[src/rtl/pipe_stage_buf.sv]
// Pipeline-stage register: N fields of W bits behind a valid/ready handshake with a 2-entry skid buffer.
// Optional statistics counters are enabled by defining PIPE_STAGE_STATS_EN.
module pipe_stage_buf #(
   parameter int FIELD_W    = 32,
   parameter int NUM_FIELDS = 3,
   parameter int DATA_W     = FIELD_W * NUM_FIELDS
) (
   input  logic              Clk,
   input  logic              Reset,
   input  logic              Flush,
   input  logic              in_valid,
   output logic              in_ready,
   input  logic [DATA_W-1:0] in_data,
   output logic              out_valid,
   input  logic              out_ready,
   output logic [DATA_W-1:0] out_data,
   output logic [1:0]        occupancy,
   output logic [15:0]       bubble_cnt,
   output logic [15:0]       stall_cnt
);

   // State encoding equals the number of held entries, so occupancy is the state itself.
   typedef enum logic [1:0] {
      ST_EMPTY = 2'd0,
      ST_ONE   = 2'd1,
      ST_TWO   = 2'd2
   } state_t;

   state_t            r_state;
   logic [DATA_W-1:0] r_head;
   logic [DATA_W-1:0] r_skid;
   logic              r_in_ready;
   logic              r_out_valid;

   logic              w_push;
   logic              w_pop;

   assign w_push = in_valid & r_in_ready;
   assign w_pop  = r_out_valid & out_ready;

   // NOTE: non-blocking assignments, so every branch below sees the pre-edge register values.
   always_ff @(posedge Clk or posedge Reset) begin
      if (Reset) begin
         // NOTE: the two data registers are cleared too, because out_data must read as a NOP bubble.
         r_state     <= ST_EMPTY;
         r_head      <= '0;
         r_skid      <= '0;
         r_in_ready  <= 1'b1;
         r_out_valid <= 1'b0;
      end else if (Flush) begin
         r_state     <= ST_EMPTY;
         r_head      <= '0;
         r_skid      <= '0;
         r_in_ready  <= 1'b1;
         r_out_valid <= 1'b0;
      end else begin
         case (r_state)
            ST_EMPTY: begin
               if (w_push) begin
                  r_state     <= ST_ONE;
                  r_head      <= in_data;
                  r_out_valid <= 1'b1;
               end
            end
            ST_ONE: begin
               if (w_push && w_pop) begin
                  r_head <= in_data;
               end else if (w_push) begin
                  r_state    <= ST_TWO;
                  r_skid     <= in_data;
                  r_in_ready <= 1'b0;
               end else if (w_pop) begin
                  r_state     <= ST_EMPTY;
                  r_head      <= '0;
                  r_out_valid <= 1'b0;
               end
            end
            ST_TWO: begin
               // in_ready is low here, so only a pop can happen.
               if (w_pop) begin
                  r_state    <= ST_ONE;
                  r_head     <= r_skid;
                  r_skid     <= '0;
                  r_in_ready <= 1'b1;
               end
            end
            default: begin
               r_state     <= ST_EMPTY;
               r_head      <= '0;
               r_skid      <= '0;
               r_in_ready  <= 1'b1;
               r_out_valid <= 1'b0;
            end
         endcase
      end
   end

   assign in_ready  = r_in_ready;
   assign out_valid = r_out_valid;
   assign out_data  = r_out_valid ? r_head : '0;
   assign occupancy = r_state;

`ifdef PIPE_STAGE_STATS_EN
   logic [15:0] r_bubble_cnt;
   logic [15:0] r_stall_cnt;

   // Saturating counters; Flush clears them and suppresses the bubble count on that cycle.
   always_ff @(posedge Clk or posedge Reset) begin
      if (Reset) begin
         r_bubble_cnt <= '0;
         r_stall_cnt  <= '0;
      end else if (Flush) begin
         r_bubble_cnt <= '0;
         r_stall_cnt  <= '0;
      end else begin
         if (!r_out_valid && (r_bubble_cnt != 16'hFFFF)) begin
            r_bubble_cnt <= r_bubble_cnt + 16'd1;
         end
         if (in_valid && !r_in_ready && (r_stall_cnt != 16'hFFFF)) begin
            r_stall_cnt <= r_stall_cnt + 16'd1;
         end
      end
   end

   assign bubble_cnt = r_bubble_cnt;
   assign stall_cnt  = r_stall_cnt;
`else
   assign bubble_cnt = '0;
   assign stall_cnt  = '0;
`endif

endmodule

[config.mk]
export PLATFORM = sky130hd
export DESIGN_NAME = pipe_stage_buf
export DESIGN_NICKNAME = d
export VERILOG_FILES = /design/src/rtl/pipe_stage_buf.sv
export SDC_FILE = /design/constraint.sdc
export NUM_CORES = 1
export LEC_CHECK = 0
export CELL_PAD_IN_SITES_DETAIL_PLACEMENT = 1
export CELL_PAD_IN_SITES_GLOBAL_PLACEMENT = 2
export CORE_MARGIN = 10
export CORE_UTILIZATION = 32
export DETAILED_ROUTE_END_ITERATION = 10
export PLACE_DENSITY_LB_ADDON = 0.1
export RECOVER_POWER = 100
export SYNTH_ARGS = -nofsm -noshare
export SYNTH_HDL_FRONTEND = slang
export SYNTH_SLANG_ARGS = --single-unit
[constraint.sdc]
create_clock -name Clk -period 7.1 [get_ports Clk]
set_clock_uncertainty 0.15 [all_clocks]
set_input_delay 0.71 -clock Clk [delete_from_list [all_inputs] [get_ports Clk]]
set_output_delay 0.71 -clock Clk [all_outputs]
set_load 0.05 [all_outputs]
Word level (Yosys, flattened, before mapping)
Cells that the tools add are included.
{"block": "totals", "regBits": 196, "output_inout_bits": 132, "input_bits": 101, "word_cells": 55}
{"block": "op_classes", "n_bitwise": 2, "reduce_logical": 6, "eq_ne": 13, "n_mux": 29}
{"operator": "96-bit two-way mux", "n": 9}
{"operator": "96-bit case mux with 3 select lines", "n": 2}
{"operator": "3-bit inequality test (second input constant)", "n": 6}
{"operator": "2-bit two-way mux", "n": 6}
{"operator": "4-bit inequality test (second input constant)", "n": 3}
{"operator": "4-bit AND reduction", "n": 3}
{"operator": "1-bit two-way mux", "n": 9}
{"operator": "1-bit case mux with 3 select lines", "n": 2}
{"operator": "2-bit case mux with 3 select lines", "n": 1}
{"operator": "5-bit AND reduction", "n": 1}
{"operator": "2-bit inequality test (second input constant)", "n": 2}
{"operator": "1-bit AND", "n": 2}
{"operator": "2-bit by 1-bit equality test with 1-bit output (second input constant)", "n": 1}
{"operator": "2-bit equality test (second input constant)", "n": 1}
{"operator": "2-bit zero test", "n": 1}
{"operator": "1-bit logical AND", "n": 1}

Longest topological paths before layout
{"block": "logic_depth", "ltp_word": 6, "ltp_mapped": 9, "depth_no_buf": 4}

Worst setup path after synthesis
No wires, ideal clock.
{"block": "synth_timing", "path_type": "reg-to-output", "start": "register r_out_valid (netlist: out_valid)", "end": "output port out_data[62]", "stages_incl_launch_ff": 5, "slack_ns": 4.475, "required_ns": 6.240, "arrival_time_ns": 1.765, "path_buffers": 3, "cell_sequence": "dfrtp_1 -> buf_2 -> clkbuf_1 -> clkbuf_1 -> and2_1"}
{"block": "synth_between", "elab_chain_len": 1}
{"item": "from (decl)", "line_no": "33", "source": "logic r_out_valid;"}
{"item": "from (signal assigned)", "line_no": "49", "source": "r_out_valid <= 1'b0;"}
{"item": "from (signal assigned)", "line_no": "55", "source": "r_out_valid <= 1'b0;"}
{"item": "from (signal assigned)", "line_no": "62", "source": "r_out_valid <= 1'b1;"}
{"item": "96-bit two-way mux", "line_no": "100", "source": "assign out_data = r_out_valid ? r_head : '0;"}
{"item": "to (decl)", "line_no": "16", "source": "output logic [DATA_W-1:0] out_data,"}
Every way passes these cells.

Worst setup path in the final report
{"block": "layout_timing", "start": "register r_out_valid (netlist: out_valid)", "end": "register r_head[0]"}
{"block": "layout_between", "elab_chain_len": 5, "elab_cells_between_ends": 9, "classes_between": "3 x eq/ne; 3 x mux; 1 x bitwise; 2 x reduce/logical"}
{"item": "1-bit AND (*)", "line_no": "39", "source": "assign w_pop = r_out_valid & out_ready;"}
{"item": "1-bit logical AND", "line_no": "66", "source": "if (w_push && w_pop) begin"}
{"item": "96-bit two-way mux", "line_no": "66"}
{"item": "96-bit case mux with 3 select lines", "line_no": "57", "source": "case (r_state)"}
{"item": "96-bit two-way mux", "line_no": "50", "source": "end else if (Flush) begin"}
{"item": "to (signal assigned)", "line_no": "61", "source": "r_head <= in_data;"}
{"item": "to (signal assigned)", "line_no": "67", "source": "r_head <= in_data;"}
{"item": "to (signal assigned)", "line_no": "82", "source": "r_head <= r_skid;"}
{"item": "to (decl)", "line_no": "30", "source": "logic [DATA_W-1:0] r_head;"}
Every way passes the cells marked *; elsewhere a longest branch is shown, timed or not.
A chain may end at the register's enable or synchronous reset.

==> summary.md <==
| Metric | Value |
|---|---|
| Outcome | `finished with violations` |
| Violated checks | `capacitance limit, slew limit` |
| Syn avg cell area | `12.45 sq um` |
| Largest net degree at the start of global routing | `118` |
| Final Hold Fails | `0` |
| Critical path endpoint category | `flip-flop` |
| Vias/cell | `5.315` |
| RSZ-0062 raised after global routing | `no` |
| Initial DRC count | `551` |
| Synth area leaders | `dfrtp_1 (54%), a22o_1 (9.3%), a22oi_1 (8.0%), and2_1 (6.7%), o2bb2ai_2 (6.6%)` |
| Post-Synth Adder-Cell Area | `0` |
| Synth top area share | `0.5399` |
| Slew Limit Fails | `259` |
| Post_cts resized | `0` |
| Setup TNS | `0 ns` |
| Power Dens Cells | `258.4 mW/mm^2` |
| Dpl cells | `1237` |
| Achievable frequency | `204.8 MHz` |
| Vias in the first global route | `7487` |
| First drt pass iteration count | `5` |
| Area leader, netlist | `dfrtp_1` |
| Share of cells above drive strength 1 | `0.07295` |
| Relative slew margins | `-0.6146` |
| WHS | `0.3384 ns` |
| Hold crit path type | `reg2reg` |
| Synthesized flop and latch total | `196` |
| Root buf cell | `clkbuf_16` |
| Dpl hpwl | `18370 um` |
| Die width | `188.1 um` |
| Number of warnings issued by yosys | `0` |
| First-pass GRT wire length | `46220 um` |
| Remaining Overflow, GRT | `0` |
| Clock sink total | `196` |
| Synth-to-Final Area Change | `27.48%` |
| Via count | `6756` |
| Post-route insts no fill | `1271` |
| CTS clk-pin slew, worst paths | `0.08 ns` |
| Hold_buf cts | `0` |
| Count of different cell masters after synthesis | `34` |
| DIE HEIGHT | `188.1 um` |
| Total track usage | `0.1623` |
| Critical path required time | `7.18 ns` |
| IO Port Bufs | `200` |
| CTS tree | `built` |
| Slew @ Worst Pin | `2.422 ns` |
| Largest family of logic cells by synthesized area | `compound AO/OA/AOI/OAI gates` |
| Final Cell Area | `0.01152 sq mm` |
| Max cap viols | `5` |
| Synth Instances | `726` |
| Crit Path Max Fanout | `68` |
| Wire per inst | `22.96 um` |
| Clock latency at the later pin of the worst-skew pair | `0.44 ns` |
| Worst VDD drop | `0.0001553 V` |
| Synth Area in XOR/XNOR | `0` |
| Rows | `61` |
| Mapped Area | `0.009039 sq mm` |
| Final #Nets | `979` |
| Fin crit period | `4.883 ns` |
| TritonCTS buffer count | `17` |
| Setup Fix Bufs, Post-CTS | `0` |
| Place WS | `3.329 ns` |
| WP data arrival | `4.97 ns` |
| Die area | `0.03537 sq mm` |
| Initial antenna violation count | `2` |
| Final Worst Setup Slack | `2.217 ns` |
| Maximum clock path buffer count | `2` |
| Leakage Power | `5.345 nW` |
| Mux cell area share after synthesis | `0` |
| DRC | `0` |
| Startpoint Class | `flip-flop` |
| CP Class | `reg2reg` |
| Core area | `0.02786 sq mm` |
| DRT antenna net count | `0` |
| Placed instance area | `0.01111 sq mm` |
| Compound-gate portion of the synthesized area | `0.3068` |
| Drt total wl | `29190 um` |
| Sequential-to-total area share from yosys stat | `0.5428` |
| I/O Pins | `233` |
| GP Congestion | `0.7215` |
| H-tree depth | `4` |
| Initial Utilization | `0.3245` |
| Simple-gate area share of the yosys netlist | `0.07918` |
| Final setup violation count | `0` |
| Part of the cycle the worst path needs | `0.6877` |
layout make-up:
class                           instances  area [sq um]
Antenna cell                            2         5.005
Clock inverter                         15         177.7
Fill cell                            2971         16340
Clock buffer                           17         425.4
Sequential cell                       196          4906
Tap cell                              378         473.0
Multi-Input combinational cell        450          3448
Inverter                                2         15.01
Timing Repair Buffer                  211          2072
power by group:
group | total [W] | switching (W) | internal [W]
Combinational | 0.000700 | 0.000479 | 0.000221
Clock | 0.000987 | 0.000508 | 0.000479
Sequential | 0.00129 | 0.0000741 | 0.00122
cell usage after synthesis:
library cell	number
a21o_1	2
a21oi_1	4
a21oi_2	1
a21oi_4	2
a22o_1	96
a22oi_1	96
a22oi_2	1
and2_1	97
and3b_2	1
buf_1	2
buf_2	26
buf_4	37
buf_6	7
clkbuf_1	37
conb_1	1
dfrtp_1	195
dfstp_2	1
inv_1	2
nand2_1	8
nand3_1	1
nand3b_1	1
nand4_1	1
nor2_1	2
nor2b_1	1
nor2b_2	1
nor3_1	1
nor3_4	1
o21ai_0	1
o21ai_2	1
o21bai_2	1
o22ai_1	1
o2bb2ai_1	56
o2bb2ai_2	40
or2_2	1
worst max-delay path, cell delays in order (launching register included):
cell,delay (ns)
dfrtp_1,0.75
buf_4,0.51
and2_0,0.36
a22oi_1,0.29
a21o_4,0.70
clkbuf_1,1.61
o2bb2ai_1,0.24
per-stage QoR:
step / utilization / total power (W)
6_report: 0.4136 / 0.002978
5_1_grt: 0.4135 / 0.003131
4_1_cts: 0.4204 / 0.003059
3_5_place_dp: 0.3987 / 0.002061
3_3_place_gp: 0.3987 / 0.002042
2_1_floorplan: - / 0.001818
logic make-up after synthesis:
group,count (synthesis)
buffers and inverters,111
AO/OA/AOI/OAI,302
AND/OR/NAND/NOR,116
flip-flops,196
other,1
final timing paths:
kind	start	endpoint	slack, ns	cells past startpoint
worst max-delay path	out_valid	r_head[0]	2.22	6
worst min-delay path	r_head[57]	r_head[57]	0.34	1
worst max register to register	out_valid	r_head[0]	2.22	6
worst min register to register	r_head[57]	r_head[57]	0.34	1
max in group asynchronous	Reset	r_head[90]	3.44	3
min in group asynchronous	Reset	r_head[3]	0.78	2
registers in the layout, summed over array words and instances, names as in the netlist:
register	flops
r_head	96
r_skid	96
occupancy	2
in_ready	1
out_valid	1
cell usage in the layout, fill, tap and decap left out, types with 2 or more instances in the layout:
| cell type | n |
|---|---|
| nor2_1 | 2 |
| dfrtp_1 | 195 |
| clkinv_8 | 5 |
| clkbuf_1 | 2 |
| a21oi_4 | 2 |
| inv_8 | 5 |
| a22oi_1 | 97 |
| o2bb2ai_1 | 81 |
| conb_1 | 32 |
| a22o_1 | 96 |
| clkdlybuf4s50_1 | 99 |
| buf_4 | 7 |
| inv_6 | 4 |
| a21oi_1 | 5 |
| and2_1 | 96 |
| nand2_1 | 8 |
| o21ai_0 | 2 |
| clkbuf_2 | 2 |
| diode_2 | 2 |
| o2bb2ai_2 | 15 |
| clkbuf_16 | 17 |
| dlygate4sd3_1 | 101 |
per-layer routing:
metal	share of wire	up-vias	routed length, um	GRT usage
met4	0.0064	0	187	0.03108
li1	-	2974	-	-
met3	0.053	10	1556	0.04397
met2	0.48	185	13960	0.2531
met5	0	-	0	0
met1	0.46	3587	13480	0.2215
(Power assumes the default switching activity.)
